### config.mk
export PLATFORM = sky130hd
export DESIGN_NAME = fpga_inputs
export DESIGN_NICKNAME = d
export VERILOG_FILES = /design/src/rtl/fpga_inputs_pkg.sv /design/src/rtl/clk_divider.sv /design/src/rtl/fpga_inputs.sv
export SDC_FILE = /design/constraint.sdc
export NUM_CORES = 1
export LEC_CHECK = 0
export ABC_AREA = 1
export CORE_ASPECT_RATIO = 1.75
export CORE_UTILIZATION = 40
export CTS_BUF_LIST = sky130_fd_sc_hd__clkbuf_4 sky130_fd_sc_hd__clkbuf_8 sky130_fd_sc_hd__clkbuf_16
export DETAILED_ROUTE_END_ITERATION = 12
export PLACE_DENSITY_LB_ADDON = 0.25
export SYNTH_ARGS = -nofsm -noshare
export SYNTH_HDL_FRONTEND = slang
export SYNTH_HIERARCHICAL = 1
export SYNTH_SLANG_ARGS = --single-unit
### constraint.sdc
create_clock -name Clk -period 2.6 [get_ports Clk]
set_input_delay 0.52 -clock Clk [delete_from_list [all_inputs] [get_ports Clk]]
set_output_delay 0.52 -clock Clk [all_outputs]
set_load 0.03 [all_outputs]
### src/rtl/fpga_inputs_pkg.sv
`timescale 1ns/1ps
`default_nettype none
// ============================================================================
// Module   : fpga_inputs_pkg
// Purpose  : Shared types and constants for the fpga_inputs trigger sequencer:
//            FSM state encoding, 3-bit step index, default timing constants
//            and small helper functions.
// Ports    : n/a (package)
// Revision : 1.0 - initial release
// ============================================================================
package fpga_inputs_pkg;

    typedef enum logic [1:0] {
        S_INIT  = 2'd0,
        S_PULSE = 2'd1,
        S_GAP   = 2'd2
    } state_t;

    // Eight trigger outputs, addressed by a 3-bit step index
    typedef logic [2:0] step_t;

    localparam int c_def_clk_div   = 2;
    localparam int c_def_startup   = 16;
    localparam int c_def_pulse_len = 8;
    localparam int c_def_gap       = 4;

    // Counter width large enough to hold (value - 1); never narrower than 1
    function automatic int cnt_width(input int value);
        return (value > 1) ? $clog2(value) : 1;
    endfunction

    function automatic int max3(input int a, input int b, input int c);
        int m;
        m = (a > b) ? a : b;
        return (m > c) ? m : c;
    endfunction

    // One-hot select of the trigger addressed by a step index
    function automatic logic [7:0] step_onehot(input step_t step);
        return 8'b0000_0001 << step;
    endfunction

endpackage : fpga_inputs_pkg
`default_nettype wire

### src/rtl/clk_divider.sv
`timescale 1ns/1ps
`default_nettype none
// ============================================================================
// Module   : clk_divider
// Purpose  : Registered 50% duty clock divider, Clk_out = Clk / CLK_DIV.
//            Clk_out toggles every CLK_DIV/2 rising edges of Clk, the first
//            toggle landing on edge CLK_DIV/2 after reset release.
// Ports    : Clk     - input clock
//            Reset   - asynchronous active-low reset
//            Clk_out - divided clock, low while in reset
// Revision : 1.0 - initial release
// ============================================================================
module clk_divider #(
    parameter int CLK_DIV = 2
) (
    input  logic Clk,
    input  logic Reset,
    output logic Clk_out
);

    localparam int c_half  = CLK_DIV / 2;
    localparam int c_cnt_w = (c_half > 1) ? $clog2(c_half) : 1;
    localparam logic [c_cnt_w-1:0] c_half_last = c_cnt_w'(c_half - 1);
    localparam logic [c_cnt_w-1:0] c_one       = c_cnt_w'(1);

    logic [c_cnt_w-1:0] r_cnt;
    logic               r_clk_out;

    always_ff @(posedge Clk or negedge Reset) begin
        if (!Reset) begin
            r_cnt     <= '0;
            r_clk_out <= 1'b0;
        end else if (r_cnt == c_half_last) begin
            r_cnt     <= '0;
            r_clk_out <= ~r_clk_out;
        end else begin
            r_cnt     <= r_cnt + c_one;
        end
    end

    assign Clk_out = r_clk_out;

endmodule : clk_divider
`default_nettype wire

### src/rtl/fpga_inputs.sv
`timescale 1ns/1ps
`default_nettype none
// ============================================================================
// Module   : fpga_inputs
// Purpose  : Startup-delayed round-robin trigger sequencer. After STARTUP
//            cycles it raises ready_out and then pulses each of the eight
//            trigger outputs in turn for PULSE_LEN cycles, separated by GAP
//            all-low cycles, repeating forever. Also provides a divided clock.
// Ports    : Clk                 - sole clock, rising edge
//            Reset               - asynchronous active-low reset
//            Clk_out             - Clk / CLK_DIV, 50% duty
//            DRV_*_Out           - drive up/down triggers
//            PSG_Front_*_Out     - front pressure-group triggers
//            PSG_BackL_*_Out     - back-left pressure-group triggers
//            PSG_BackR_*_Out     - back-right pressure-group triggers
//            ready_out           - high from end of startup until next reset
// Revision : 1.0 - initial release
// ============================================================================
module fpga_inputs
    import fpga_inputs_pkg::*;
#(
    parameter int CLK_DIV   = c_def_clk_div,
    parameter int STARTUP   = c_def_startup,
    parameter int PULSE_LEN = c_def_pulse_len,
    parameter int GAP       = c_def_gap
) (
    input  logic Clk,
    input  logic Reset,
    output logic Clk_out,
    output logic DRV_Up_Out,
    output logic DRV_Down_Out,
    output logic PSG_Front_Up_Out,
    output logic PSG_Front_Down_Out,
    output logic PSG_BackL_Up_Out,
    output logic PSG_BackL_Down_Out,
    output logic PSG_BackR_Up_Out,
    output logic PSG_BackR_Down_Out,
    output logic ready_out
);

    localparam int c_cnt_w = cnt_width(max3(STARTUP, PULSE_LEN, GAP));
    localparam logic [c_cnt_w-1:0] c_startup_last = c_cnt_w'(STARTUP - 1);
    localparam logic [c_cnt_w-1:0] c_pulse_last   = c_cnt_w'(PULSE_LEN - 1);
    localparam logic [c_cnt_w-1:0] c_gap_last     = c_cnt_w'(GAP - 1);
    localparam logic [c_cnt_w-1:0] c_one          = c_cnt_w'(1);

    state_t             r_state;
    logic [c_cnt_w-1:0] r_cnt;
    step_t              r_step;
    logic [7:0]         r_trig;
    logic               r_ready;
    step_t              w_next_step;

    // Step 7 rolls straight over to step 0: the 3-bit index wraps naturally
    assign w_next_step = r_step + 3'd1;

    clk_divider #(
        .CLK_DIV (CLK_DIV)
    ) u_clk_divider (
        .Clk     (Clk),
        .Reset   (Reset),
        .Clk_out (Clk_out)
    );

    // Trigger outputs are loaded on the same edge as the state change that
    // starts or ends a pulse, so the pins are registered and transition
    // exactly on the FSM boundary edges.
    always_ff @(posedge Clk or negedge Reset) begin
        if (!Reset) begin
            r_state <= S_INIT;
            r_cnt   <= '0;
            r_step  <= '0;
            r_trig  <= '0;
            r_ready <= 1'b0;
        end else begin
            case (r_state)
                S_INIT: begin
                    if (r_cnt == c_startup_last) begin
                        r_state <= S_PULSE;
                        r_cnt   <= '0;
                        r_step  <= '0;
                        r_trig  <= step_onehot(3'd0);
                        r_ready <= 1'b1;
                    end else begin
                        r_cnt   <= r_cnt + c_one;
                    end
                end
                S_PULSE: begin
                    if (r_cnt == c_pulse_last) begin
                        r_state <= S_GAP;
                        r_cnt   <= '0;
                        r_trig  <= '0;
                    end else begin
                        r_cnt   <= r_cnt + c_one;
                    end
                end
                S_GAP: begin
                    if (r_cnt == c_gap_last) begin
                        r_state <= S_PULSE;
                        r_cnt   <= '0;
                        r_step  <= w_next_step;
                        r_trig  <= step_onehot(w_next_step);
                    end else begin
                        r_cnt   <= r_cnt + c_one;
                    end
                end
                default: begin
                    r_state <= S_INIT;
                    r_cnt   <= '0;
                    r_step  <= '0;
                    r_trig  <= '0;
                    r_ready <= 1'b0;
                end
            endcase
        end
    end

    assign DRV_Up_Out         = r_trig[0];
    assign DRV_Down_Out       = r_trig[1];
    assign PSG_Front_Up_Out   = r_trig[2];
    assign PSG_Front_Down_Out = r_trig[3];
    assign PSG_BackL_Up_Out   = r_trig[4];
    assign PSG_BackL_Down_Out = r_trig[5];
    assign PSG_BackR_Up_Out   = r_trig[6];
    assign PSG_BackR_Down_Out = r_trig[7];
    assign ready_out          = r_ready;

endmodule : fpga_inputs
`default_nettype wire

Word-level counts from Yosys, hierarchy flattened

Index checks and enable logic that the tools add are counted.

Bits in registers: 20
Bits of input ports: 2
Output and inout port bits: 10
Word-level logic and storage cells: 45

$add $sub $neg: 3
Equal/unequal tests: 8
Shift-type cells: 1
Mux-type cells: 18
Bitwise gates (word level): 3
Reductions and logical operators: 5

Operators with widths:

| kind                                                                   | number |
|---|---|
| 8-bit 2-to-1 mux                                                       | 3 |
| 8-bit case mux with 3 select lines                                     | 1 |
| 4-bit 2-to-1 mux                                                       | 3 |
| 4-bit case mux with 3 select lines                                     | 1 |
| 3-bit case mux with 3 select lines                                     | 1 |
| 1-bit by 3-bit left shift with 8-bit output (first input constant)     | 1 |
| 2-bit 2-to-1 mux                                                       | 3 |
| 3-bit 2-to-1 mux                                                       | 2 |
| 2-bit inequality test (second input constant)                          | 3 |
| 2-bit case mux with 3 select lines                                     | 1 |
| 3-bit AND reduction                                                    | 2 |
| 4-bit by 1-bit adder with 4-bit output (second input constant)         | 1 |
| 4-bit by 2-bit equality test with 1-bit output (second input constant) | 1 |
| 4-bit by 3-bit equality test with 1-bit output (second input constant) | 1 |
| 4-bit equality test (second input constant)                            | 1 |
| 3-bit by 1-bit adder with 3-bit output (second input constant)         | 1 |
| 1-bit inverter                                                         | 3 |
| 2-bit by 1-bit equality test with 1-bit output (second input constant) | 1 |
| 2-bit equality test (second input constant)                            | 1 |
| 2-bit logical NOT                                                      | 1 |
| 1-bit 2-to-1 mux                                                       | 2 |
| 1-bit case mux with 2 select lines                                     | 1 |
| 2-bit AND reduction                                                    | 1 |
| 2-bit OR reduction                                                     | 1 |
| 1-bit adder (second input constant)                                    | 1 |

Logic depth before layout (Yosys ltp)

Gate-level depths: netlist of the first run.

Word-level depth: 4
Mapped depth: 8

Hierarchy

Netlist of the first run, hierarchy kept.

Modules (own cells, without submodules):

| module      | instances | cells each | area each (um^2) |
|---|---|---|---|
| fpga_inputs | 1         | 130        | 1032.2 |
| clk_divider | 1         | 2          | 28.8 |

Least setup slack after synthesis of the first run

No wires, ideal clock.

Path type: register -> register
From: register r_state[0]
To: register r_trig[0]
Data arrival time: 1.221 ns
Path slack: 1.263 ns
Cell stages (with the launch flop): 8
Path buffers: 0
Clock period less this slack: 1.337 ns
Path through: dfrtp_1 > inv_1 > ha_1 > inv_1 > a21oi_1 > nor2_4 > nand2_1 > nand2_1

Cells in the longest elaborated chain, start to end: 3
Elaborated cells between the ends (all ways): 8

Ends and longest elaborated chain:

| element                                           | line               | text |
|---|---|---|
| from (decl)                                       | fpga_inputs.sv:47  | `state_t r_state;` |
| from (signal assigned)                            | fpga_inputs.sv:70  | `r_state <= S_INIT;` |
| from (signal assigned)                            | fpga_inputs.sv:79  | `r_state <= S_PULSE;` |
| from (signal assigned)                            | fpga_inputs.sv:90  | `r_state <= S_GAP;` |
| 2-bit equality test, or another cell as far along | fpga_inputs.sv:76  | `case (r_state)` |
| 2-bit inequality test (no line)                   | -                  |  |
| 3-bit AND reduction (no line)                     | -                  |  |
| to (signal assigned)                              | fpga_inputs.sv:82  | `r_trig <= step_onehot(3'd0);` |
| to (signal assigned)                              | fpga_inputs.sv:102 | `r_trig <= step_onehot(w_next_step);` |
| to (decl)                                         | fpga_inputs.sv:50  | `logic [7:0] r_trig;` |

Parallel ways exist; a longest one is shown, timed or not.
A chain may end at the register's enable or synchronous reset.

Worst setup path in the final report of the first run

From: register r_trig[7]
To: output PSG_BackR_Down_Out

RTL lines:

| element   | line              | text |
|---|---|---|
| to (decl) | fpga_inputs.sv:37 | `output logic PSG_BackR_Down_Out,` |

No word-level cell between the ends.

==> run_results.csv, run 1 <==
group,metric,value,unit
outcome,result_of_the_run,"completed",
clock_tree,clock_transition_at_the_register_clock_pins_on_the_worst_setup_and_hold_paths_after_cts,0.07,ns
layout,final_layout_size_suffix_gt1_share,7.483,%
placed_design,placement.setup.worst_slack,1.033,ns
yosys,seq_area_frac_synth,44.81,%
routing,viasPerCell,4.965,
setup_path,critical_path.max_stage_delay,0.67,ns
yosys,syn-cell-area,1061,sq um
yosys,post_synth.cell_area_avg,8.038,sq um
timing,finalCriticalPeriod,1.815,ns
layout,count_of_filler_cells_inserted_in_the_layout,249,
placed_design,finalWeightedCongestion,0.8327,
layout,areaGrowthSynthToFinish,17.45,%
yosys,synth.most_common_cell,"sky130_fd_sc_hd__nand2_1",
yosys,yosys_register_bits,19,
setup_path,crit-reg2reg-launch,"r_state[0]$_DFFE_PN0P_",
floorplanning,design.core.area,2492,sq um
global_route,via_count_of_the_first_global_routing_pass,904,
setup_path,path_delay_family,"buffers and inverters",
floorplanning,fp.dieW,40.93,microns
floorplanning,fp-row-count,24,
routing,detail_route.wirelength,1985,microns
setup_path,r2r.worst_path.cells,7,
floorplanning,boundary_pin_count,12,
yosys,synth-edff-count,0,
setup_path,arrival,1.29,ns
clock_tree,post-cts-setup-buffers,0,
routing,route.detailed.drc,0,
clock_tree,cts_resized,0,
setup_path,slowest_cp_cell,"sky130_fd_sc_hd__clkdlybuf4s50_1",
layout,layout.cell_area.non_filler,1246,sq um
timing,timing_max_transition_violations_final,0,
clock_tree,ctsHoldBuffers,0,
layout,seq_area,475.5,sq um
clock_tree,ctsHtreeMaxLevel,1,
timing,setup_viol,0,
timing,final_worst_path_period_share,69.79,%
setup_path,critical_path_buf_inv_count,1,
layout,insertedDiodeCount,0,
global_route,number_of_antenna_violations_at_the_first_check_in_global_routing,0,
setup_path,timing.rr.end,"r_trig[4]$_DFFE_PN0P_",
yosys,number_of_synthesis_warnings,6,
clock_tree,clockRootBuffer,"sky130_fd_sc_hd__clkbuf_8",
yosys,synthDominantCellAreaShare,44.81,%
yosys,synth_common_cells,"sky130_fd_sc_hd__nand2_1, sky130_fd_sc_hd__dfrtp_1, sky130_fd_sc_hd__inv_1, sky130_fd_sc_hd__nor2_1, sky130_fd_sc_hd__ha_1",
floorplanning,start_util,42.57,%
timing,finalClockSkew,0.001792,ns
floorplanning,dieHeight,70.13,microns
yosys,synth_top_flop_cell,"sky130_fd_sc_hd__dfrtp_1",
yosys,asyncSetResetFlopFracSynth,100.0,%
hold_path,timing.hold.worst.class,"flip-flop to flip-flop",
setup_path,critical_path.endpoint,"PSG_BackR_Down_Out",
pwr,worst_ir_drop_vdd,0.2896,mV
setup_path,crit_path_end_kind,"primary output",
placed_design,place_hpwl,1554,microns
routing,drt_pass1_iterations,2,
floorplanning,design.die.area,2870,sq um
setup_path,setup.worst_path.class,"flip-flop to primary output",
setup_path,cp-start-kind,"flip-flop",
setup_path,rrSetupSlack,1.01,ns
setup_path,crit_fanout,2,
pwr,power.leakage,0.6622,nW
timing,final_critical_path_setup_slack,0.7855,ns
placed_design,dpl.cell_count,169,
layout,finalNonFillerCells,173,
global_route,pin_count_of_the_biggest_net_entering_global_routing,20,
timing,max_slew.worst_pin.slew,0.3127,ns
clock_tree,clk-insertion-delay-late,0.26,ns
routing,route.detailed.wl_per_inst,11.47,microns
yosys,syn_inst,132,
yosys,synth.lib_cells_used.distinct,16,
setup_path,cp_cell_sequence,"clkdlybuf4s50_1",
yosys,synth.net_count,144,
timing,finalHoldWorstSlack,0.4164,ns
global_route,globalRouteOverflowTotal,0,
pwr,power.density,412.7,nW/um^2
timing,unrepaired_setup_endpoints_after_global_routing,"no",
setup_path,startpoint,"r_trig[7]$_DFFE_PN0P_",
clock_tree,cts-root-to-sink-buffers,2,
routing,vias,859,
clock_tree,tritoncts_num_sinks,19,
clock_tree,cts_inserted_buffers,3,
layout,design.final.nets,160,
setup_path,critical_path_depth,1,
routing,route.antenna.remaining_nets,0,
yosys,yosys.area.top_type,"sky130_fd_sc_hd__dfrtp_1",
timing,fin_tns_setup,0,ns
timing,max_freq,551.1,MHz
global_route,grt_first_pass_wirelength,3470,microns
placed_design,placed_cell_areas,1200,sq um
routing,first_iter_violations,28,
placed_design,numPortBuffers,11,
timing,final_hold_vio_count,0,
global_route,groute.usage.overall,17.37,%
flow_run,max_cap_viol_count,0,
layout,multi_input_area,506.7,sq um
yosys,post_synth_main_area_contributors,"sky130_fd_sc_hd__dfrtp_1, sky130_fd_sc_hd__nand2_1, sky130_fd_sc_hd__ha_1",
timing,slew_hr,79.09,%
clock_tree,tritoncts,"done",
setup_path,critPathRequiredTime,2.08,ns
power by group:
part,leakage [nW],total [mW],switching [mW],internal (mW)
clock,0.0255,0.211,0.104,0.107
sequential,0.241,0.295,0,0.295
combinational,0.396,0.00791,0.00561,0.00230
total,0.662,0.514,0.110,0.404
worst register-to-register path: stages (launching register included):
cell	delay [ns]
sky130_fd_sc_hd__dfrtp_1	0.41
sky130_fd_sc_hd__inv_1	0.11
sky130_fd_sc_hd__ha_1	0.30
sky130_fd_sc_hd__inv_1	0.15
sky130_fd_sc_hd__a21oi_1	0.27
sky130_fd_sc_hd__nor2_4	0.11
sky130_fd_sc_hd__nand2_1	0.07
sky130_fd_sc_hd__nand2_1	0.05
per-layer routing:
metal | share of wire (%) | global-route usage, %
met4 | 3.2 | 11.85
met3 | 2.5 | 1.905
met5 | 0 | 0
met2 | 55 | 31.08
met1 | 39 | 15.64
cell type report:
class	instances	share of cell area (%)
clock buffers	3	3.313
clock inverters	1	0.4016
inverters	18	5.422
multi-input cells	94	40.66
flip-flops and latches	19	38.15
well taps	26	2.610
repair buffers	12	9.438
worst min path at each step:
stage                                    startpoint                         endpoint  slack (ns)  cells past startpoint
floorplan                                     Reset               r_cnt[0]$_DFF_PN0_        0.22                      0
detailed placement  u_clk_divider/Clk_out$_DFF_PN0_  u_clk_divider/Clk_out$_DFF_PN0_        0.41                      1
global route        u_clk_divider/Clk_out$_DFF_PN0_  u_clk_divider/Clk_out$_DFF_PN0_        0.45                      1
global placement    u_clk_divider/Clk_out$_DFF_PN0_  u_clk_divider/Clk_out$_DFF_PN0_        0.40                      1
CTS                 u_clk_divider/Clk_out$_DFF_PN0_  u_clk_divider/Clk_out$_DFF_PN0_        0.42                      1
finish              u_clk_divider/Clk_out$_DFF_PN0_  u_clk_divider/Clk_out$_DFF_PN0_        0.42                      1
registers in the layout, indices dropped and copies added, names as in the netlist:
name	count
r_trig	8
r_cnt	4
r_step	3
r_state	2
ready_out	1
u_clk_divider/Clk_out	1
cells by family after synthesis:
family	count (synthesis)	share of synthesized area [%]
AO/OA/AOI/OAI	3	1.768
XOR/XNOR	2	1.651
adder cells (fa/ha/maj)	10	11.79
buffers and inverters	19	7.429
flip-flops	19	44.81
AND/OR/NAND/NOR	79	32.55
cell usage in the layout, fill, tap and decap left out:
master / synthesis / layout
sky130_fd_sc_hd__nand2_1: 47 / 47
sky130_fd_sc_hd__dfrtp_1: 19 / 19
sky130_fd_sc_hd__inv_1: 18 / 18
sky130_fd_sc_hd__nor2_1: 14 / 14
sky130_fd_sc_hd__clkdlybuf4s50_1: 0 / 11
sky130_fd_sc_hd__ha_1: 10 / 10
sky130_fd_sc_hd__nand3_1: 5 / 5
sky130_fd_sc_hd__nand4_1: 5 / 5
sky130_fd_sc_hd__nand2_2: 3 / 3
sky130_fd_sc_hd__clkbuf_8: 0 / 3
sky130_fd_sc_hd__xor2_1: 2 / 2
sky130_fd_sc_hd__nand3_2: 2 / 2
sky130_fd_sc_hd__nor3_1: 2 / 2
sky130_fd_sc_hd__a21oi_1: 1 / 1
sky130_fd_sc_hd__nor2_4: 1 / 1
sky130_fd_sc_hd__o21ai_0: 1 / 1
sky130_fd_sc_hd__o22a_1: 1 / 1
sky130_fd_sc_hd__clkinv_2: 0 / 1
sky130_fd_sc_hd__buf_4: 0 / 1
through the flow:
stage	power [mW]	util, %
2_1_floorplan	0.3012	-
5_1_grt	0.5307	50.00
3_5_place_dp	0.3096	48.14
4_1_cts	0.5167	50.00
6_report	0.5144	50.00
3_3_place_gp	0.3095	48.14
Power figures use the tool's default switching activity.
==> run 2: changes to the inputs <==
Clock period 2.6 ns to 1.45 ns, I/O delays scaled along.
==> run_results.csv, run 2 (synthesized netlist as in run 1, its figures left out) <==
group,metric,value,unit
clock_tree,cts-root-to-sink-buffers,2,
layout,finalNonFillerCells,179,
pwr,internal_power,727.6,uW
timing,final_hold_vio_count,0,
pwr,total_switching_power,199.8,uW
clock_tree,cts_inserted_buffers,3,
pwr,power.leakage,0.7234,nW
routing,route.detailed.wl_per_inst,11.60,microns
routing,first_iter_violations,14,
timing,final_worst_path_period_share,96.38,%
setup_path,path_delay_family,"simple AND/OR/NAND/NOR gates",
floorplanning,boundary_pin_count,12,
clock_tree,tritoncts,"done",
setup_path,crit_fanout,6,
floorplanning,design.core.area,2492,sq um
global_route,groute.usage.overall,16.96,%
setup_path,crit_path_end_kind,"flip-flop",
setup_path,critical_path.max_stage_delay,0.43,ns
timing,timing_max_transition_violations_final,0,
pwr,power.density,701.9,nW/um^2
layout,largest_reg_flops,8,
floorplanning,fp-row-count,24,
placed_design,numPortBuffers,11,
outcome,result_of_the_run,"completed",
floorplanning,dieHeight,70.13,microns
floorplanning,start_util,42.57,%
timing,slew_hr,80.06,%
placed_design,finalWeightedCongestion,0.9089,
floorplanning,fp.dieW,40.93,microns
timing,unrepaired_setup_endpoints_after_global_routing,"yes",
timing,final_critical_path_setup_slack,0.05245,ns
pwr,worst_ir_drop_vdd,0.5142,mV
global_route,number_of_antenna_violations_at_the_first_check_in_global_routing,0,
setup_path,arrival,1.55,ns
clock_tree,clock_transition_at_the_register_clock_pins_on_the_worst_setup_and_hold_paths_after_cts,0.08,ns
routing,vias,876,
layout,finalCoreUtilization,53.01,%
global_route,via_count_of_the_first_global_routing_pass,867,
global_route,pin_count_of_the_biggest_net_entering_global_routing,20,
pwr,power.share.sequential,57.1,%
layout,layout_common_cells,"sky130_fd_sc_hd__nand2_1, sky130_fd_sc_hd__dfrtp_1, sky130_fd_sc_hd__inv_1, sky130_fd_sc_hd__nor2_1, sky130_fd_sc_hd__dlygate4sd2_1",
flow_run,max_cap_viol_count,0,
layout,insertedDiodeCount,0,
global_route,globalRouteOverflowTotal,0,
pwr,proportion_of_power_drawn_by_combinational_gates,1.5,%
routing,detail_route.wirelength,2076,microns
timing,finalHoldWorstSlack,0.3566,ns
clock_tree,clk-insertion-delay-late,0.26,ns
placed_design,place_hpwl,1551,microns
routing,route.antenna.remaining_nets,0,
routing,route.detailed.drc,0,
layout,areaGrowthSynthToFinish,24.53,%
routing,viasPerCell,4.894,
clock_tree,clockRootBuffer,"sky130_fd_sc_hd__clkbuf_8",
layout,final_layout_size_suffix_gt1_share,15.03,%
timing,max_freq,715.5,MHz
clock_tree,ctsHtreeMaxLevel,1,
setup_path,setup.worst_path.class,"flip-flop to flip-flop",
routing,drt_pass1_iterations,4,
timing,finalClockSkew,0.004770,ns
setup_path,slowest_cp_cell,"sky130_fd_sc_hd__dfrtp_1",
layout,mostFrequentLayoutCell,"sky130_fd_sc_hd__nand2_1",
setup_path,cp-start-kind,"flip-flop",
floorplanning,design.die.area,2870,sq um
setup_path,critical_path_buf_inv_count,1,
timing,max_slew.worst_pin.slew,0.3003,ns
setup_path,path_common_cell,"sky130_fd_sc_hd__nand2_1",
global_route,grt_first_pass_wirelength,3339,microns
layout,largest-register,"r_trig",
placed_design,placement.setup.worst_slack,-0.02885,ns
layout,design.final.nets,166,
pwr,swShare,21.54,%
placed_design,dpl.cell_count,174,
timing,finalCriticalPeriod,1.398,ns
timing,fin_tns_setup,0,ns
layout,top_regs,"r_trig x8, r_cnt x4, r_step x3",
hold_path,timing.hold.worst.class,"input pin to async pin",
clock_tree,tritoncts_num_sinks,19,
setup_path,cp_cell_sequence,"ha_4, nand3_2, nand2_4, buf_4, nand3_1, nand2_1, nand2_1",
setup_path,critPathRequiredTime,1.60,ns
pwr,clock_power_share,41.4,%
timing,setup_viol,0,
-- run 2: worst reg2reg max path, cell delays in order (launching register included) --
cell                      delay [ns]
sky130_fd_sc_hd__dfrtp_1        0.43
sky130_fd_sc_hd__ha_4           0.19
sky130_fd_sc_hd__nand3_2        0.14
sky130_fd_sc_hd__nand2_4        0.13
sky130_fd_sc_hd__buf_4          0.15
sky130_fd_sc_hd__nand3_1        0.12
sky130_fd_sc_hd__nand2_1        0.09
sky130_fd_sc_hd__nand2_1        0.05
-- run 2: power groups by stage --
stage,registers [mW],logic (mW),clock network (mW)
floorplan,0.540,0.000000357,0
global placement,0.540,0.0150,0
detailed placement,0.540,0.0155,0
CTS,0.529,0.0156,0.395
global route,0.529,0.0170,0.408
finish,0.529,0.0143,0.384
-- run 2: routing by layer --
| layer | GRT usage (%) | up-vias | routed length, microns |
|---|---|---|---|
| met4 | 11.85 | 0 | 90 |
| met1 | 15.88 | 399 | 756 |
| li1 | - | 451 | - |
| met5 | 0 | - | 0 |
| met3 | 2.857 | 8 | 67 |
| met2 | 29.17 | 18 | 1163 |
-- run 2: final cells by class --
type                            instances  area (sq um)
Fill cell                             248          1171
Multi-Input combinational cell         94         546.8
Sequential cell                        19         475.5
Timing Repair Buffer                   18         150.1
Inverter                               18         67.56
Clock buffer                            3         41.29
Tap cell                               26         32.53
Clock inverter                          1         7.507
-- run 2: repair_timing --
action / 4_1_cts / 5_1_grt
gates resized for setup: 12 / 7
hold buffers: 0 / 0
pin swaps: 0 / 2
buffers inserted: 0 / 1
setup endpoints to repair: 21 / 13
-- run 2: worst paths after layout --
path,slack (ns),depth (start not counted),end,startpoint
worst min-delay path,0.36,2,r_trig[2]$_DFFE_PN0P_,Reset
max in group asynchronous,0.89,2,r_step[1]$_DFFE_PN0P_,Reset
min in group Clk,0.41,1,u_clk_divider/Clk_out$_DFF_PN0_,u_clk_divider/Clk_out$_DFF_PN0_
worst min register to register,0.41,1,u_clk_divider/Clk_out$_DFF_PN0_,u_clk_divider/Clk_out$_DFF_PN0_
worst max-delay path,0.05,7,r_step[1]$_DFFE_PN0P_,r_cnt[0]$_DFF_PN0_
worst max register to register,0.05,7,r_step[1]$_DFFE_PN0P_,r_cnt[0]$_DFF_PN0_
-- run 2: stage by stage --
stage | power, mW | instance area [sq um]
floorplan | 0.5401 | 1061
global placement | 0.5548 | 1237
detailed placement | 0.5554 | 1237
CTS | 0.9396 | 1284
global route | 0.9539 | 1321
finish | 0.9275 | 1321
==> run 3: changes to the inputs <==
Settings changed: SKIP_CTS_REPAIR_TIMING set to 1, SYNTH_HIERARCHICAL 1 to unset.
==> run_results.csv, run 3 <==
group,metric,value,unit
setup_path,crit-reg2reg-launch,"r_cnt[0]$_DFF_PN0_",
clock_tree,cts-root-to-sink-buffers,2,
hold_path,timing.hold.worst.class,"input pin to async pin",
setup_path,timing.rr.end,"r_cnt[0]$_DFF_PN0_",
timing,max_freq,730.8,MHz
layout,layout_common_cells,"sky130_fd_sc_hd__nand2_1, sky130_fd_sc_hd__dfrtp_1, sky130_fd_sc_hd__inv_1, sky130_fd_sc_hd__nor2_1, sky130_fd_sc_hd__dlymetal6s2s_1",
layout,final_layout_size_suffix_gt1_share,16.08,%
yosys,synth.most_common_cell,"sky130_fd_sc_hd__nand2_1",
yosys,synth.lib_cells_used.distinct,20,
routing,first_iter_violations,8,
setup_path,crit_path_end_kind,"flip-flop",
layout,count_of_filler_cells_inserted_in_the_layout,241,
clock_tree,clockRootBuffer,"sky130_fd_sc_hd__clkbuf_8",
routing,vias,800,
yosys,syn-cell-area,1057,sq um
yosys,syn_inst,126,
routing,drt_pass1_iterations,3,
yosys,synth.net_count,139,
routing,route.antenna.remaining_nets,0,
pwr,totalPowerFinal,912.5,uW
layout,top_regs,"r_trig x8, r_cnt x4, r_step x3",
setup_path,startpoint,"r_cnt[0]$_DFF_PN0_",
setup_path,r2r.worst_path.cells,6,
clock_tree,clk-insertion-delay-late,0.25,ns
timing,finalCriticalPeriod,1.368,ns
yosys,asyncSetResetFlopFracSynth,100.0,%
floorplanning,fp-row-count,24,
routing,detail_route.wirelength,1983,microns
timing,unrepaired_setup_endpoints_after_global_routing,"no",
yosys,post_synth_main_area_contributors,"sky130_fd_sc_hd__dfrtp_1, sky130_fd_sc_hd__nand2_1, sky130_fd_sc_hd__ha_1",
setup_path,critPathRequiredTime,1.60,ns
layout,multi_input_area,551.8,sq um
yosys,synthDominantCellAreaShare,44.97,%
global_route,grt_first_pass_wirelength,3270,microns
layout,mostFrequentLayoutCell,"sky130_fd_sc_hd__nand2_1",
clock_tree,ctsHtreeMaxLevel,1,
global_route,globalRouteOverflowTotal,0,
routing,viasPerCell,4.734,
layout,largest-register,"r_trig",
flow_run,max_cap_viol_count,0,
setup_path,crit_fanout,12,
setup_path,setup.worst_path.class,"flip-flop to flip-flop",
timing,finalClockSkew,0.002384,ns
yosys,post_synth.cell_area_avg,8.391,sq um
layout,finalNonFillerCells,169,
clock_tree,tritoncts,"done",
pwr,worst_ir_drop_vdd,0.4215,mV
routing,route.detailed.drc,0,
clock_tree,clock_transition_at_the_register_clock_pins_on_the_worst_setup_and_hold_paths_after_cts,0.07,ns
timing,max_slew.worst_pin.slew,0.3205,ns
yosys,seq_area_frac_synth,44.97,%
global_route,via_count_of_the_first_global_routing_pass,806,
outcome,result_of_the_run,"completed",
layout,design.final.nets,157,
clock_tree,tritoncts_num_sinks,19,
routing,route.detailed.wl_per_inst,11.73,microns
timing,final_worst_path_period_share,94.37,%
yosys,synth-edff-count,0,
layout,largest_reg_flops,8,
setup_path,arrival,1.51,ns
timing,slew_hr,78.60,%
pwr,power.density,688.7,nW/um^2
timing,final_hold_vio_count,0,
timing,timing_max_transition_violations_final,0,
placed_design,finalWeightedCongestion,0.7551,
layout,insertedDiodeCount,0,
timing,setup_viol,0,
layout,seq_area,476.7,sq um
placed_design,place_hpwl,1446,microns
global_route,groute.usage.overall,15.97,%
floorplanning,design.core.area,2492,sq um
global_route,pin_count_of_the_biggest_net_entering_global_routing,20,
placed_design,numPortBuffers,11,
timing,fin_tns_setup,0,ns
yosys,synth_top_flop_cell,"sky130_fd_sc_hd__dfrtp_1",
yosys,synth_common_cells,"sky130_fd_sc_hd__nand2_1, sky130_fd_sc_hd__dfrtp_1, sky130_fd_sc_hd__inv_1, sky130_fd_sc_hd__nor2_1, sky130_fd_sc_hd__ha_1",
floorplanning,start_util,42.42,%
floorplanning,boundary_pin_count,12,
clock_tree,cts_inserted_buffers,3,
floorplanning,fp.dieW,40.87,microns
yosys,yosys.area.top_type,"sky130_fd_sc_hd__dfrtp_1",
global_route,number_of_antenna_violations_at_the_first_check_in_global_routing,0,
setup_path,critical_path.endpoint,"r_cnt[0]$_DFF_PN0_",
layout,areaGrowthSynthToFinish,25.33,%
floorplanning,design.die.area,2861,sq um
floorplanning,dieHeight,70.01,microns
pwr,power.leakage,0.8059,nW
yosys,number_of_synthesis_warnings,0,
setup_path,rrSetupSlack,0.08,ns
placed_design,dpl.cell_count,164,
setup_path,cp-start-kind,"flip-flop",
layout,finalCoreUtilization,53.16,%
timing,finalHoldWorstSlack,0.3675,ns
yosys,yosys_register_bits,19,
-- run 3: per-layer routing --
layer	vias to the layer above	wire length, microns	track usage (%)	part of all wire (%)
li1	421	-	-	-
met3	4	32	1.905	1.6
met5	-	0	0	0
met2	6	1008	27.08	51
met4	0	32	6.667	1.6
met1	369	909	18.37	46
-- run 3: final cells by class --
class                   count  share of cell area, %
multi-input cells          90                  41.64
repair buffers             14                  11.90
flip-flops and latches     19                  35.98
inverters                  16                  4.533
clock buffers               3                  3.116
clock inverters             1                 0.3777
well taps                  26                  2.455
-- run 3: stage by stage --
stage / setup WS, ns / area, sq um
2_1_floorplan: 0.08027 / 1057
3_3_place_gp: 0.01294 / 1206
3_5_place_dp: -0.06153 / 1206
4_1_cts: -0.1387 / 1252
5_1_grt: 0.001998 / 1325
6_report: 0.08170 / 1325
-- run 3: logic make-up after synthesis --
logic type	share of synthesized area, %
AND/OR/NAND/NOR	28.88
flip-flops	44.97
buffers and inverters	7.218
adder cells (fa/ha/maj)	13.02
AO/OA/AOI/OAI	5.089
XOR/XNOR	0.8286
-- run 3: worst min path at each step --
stage,start,to,cells past startpoint,slack (ns)
6_report,Reset,r_cnt[1]$_DFF_PN0_,2,0.37
5_1_grt,Reset,r_cnt[2]$_DFF_PN0_,2,0.40
4_1_cts,Reset,r_cnt[2]$_DFF_PN0_,2,0.38
3_5_place_dp,u_clk_divider.Clk_out$_DFF_PN0_,u_clk_divider.Clk_out$_DFF_PN0_,1,0.41
3_3_place_gp,u_clk_divider.Clk_out$_DFF_PN0_,u_clk_divider.Clk_out$_DFF_PN0_,1,0.40
2_1_floorplan,Reset,r_cnt[0]$_DFF_PN0_,0,-0.006
-- run 3: report_power, final --
group	leakage, nW	switching (mW)	total (mW)	internal (mW)
clock	0.0255	0.177	0.368	0.191
sequential	0.239	0	0.530	0.530
combinational	0.541	0.0105	0.0147	0.00413
total	0.806	0.188	0.913	0.724
-- run 3: critical path, cell delays in order, from the launching register on --
cell	delay [ns]
sky130_fd_sc_hd__dfrtp_1	0.41
sky130_fd_sc_hd__ha_4	0.18
sky130_fd_sc_hd__nand2_1	0.07
sky130_fd_sc_hd__o21ai_2	0.23
sky130_fd_sc_hd__nand3_4	0.20
sky130_fd_sc_hd__nand2_1	0.13
sky130_fd_sc_hd__nor2_1	0.04
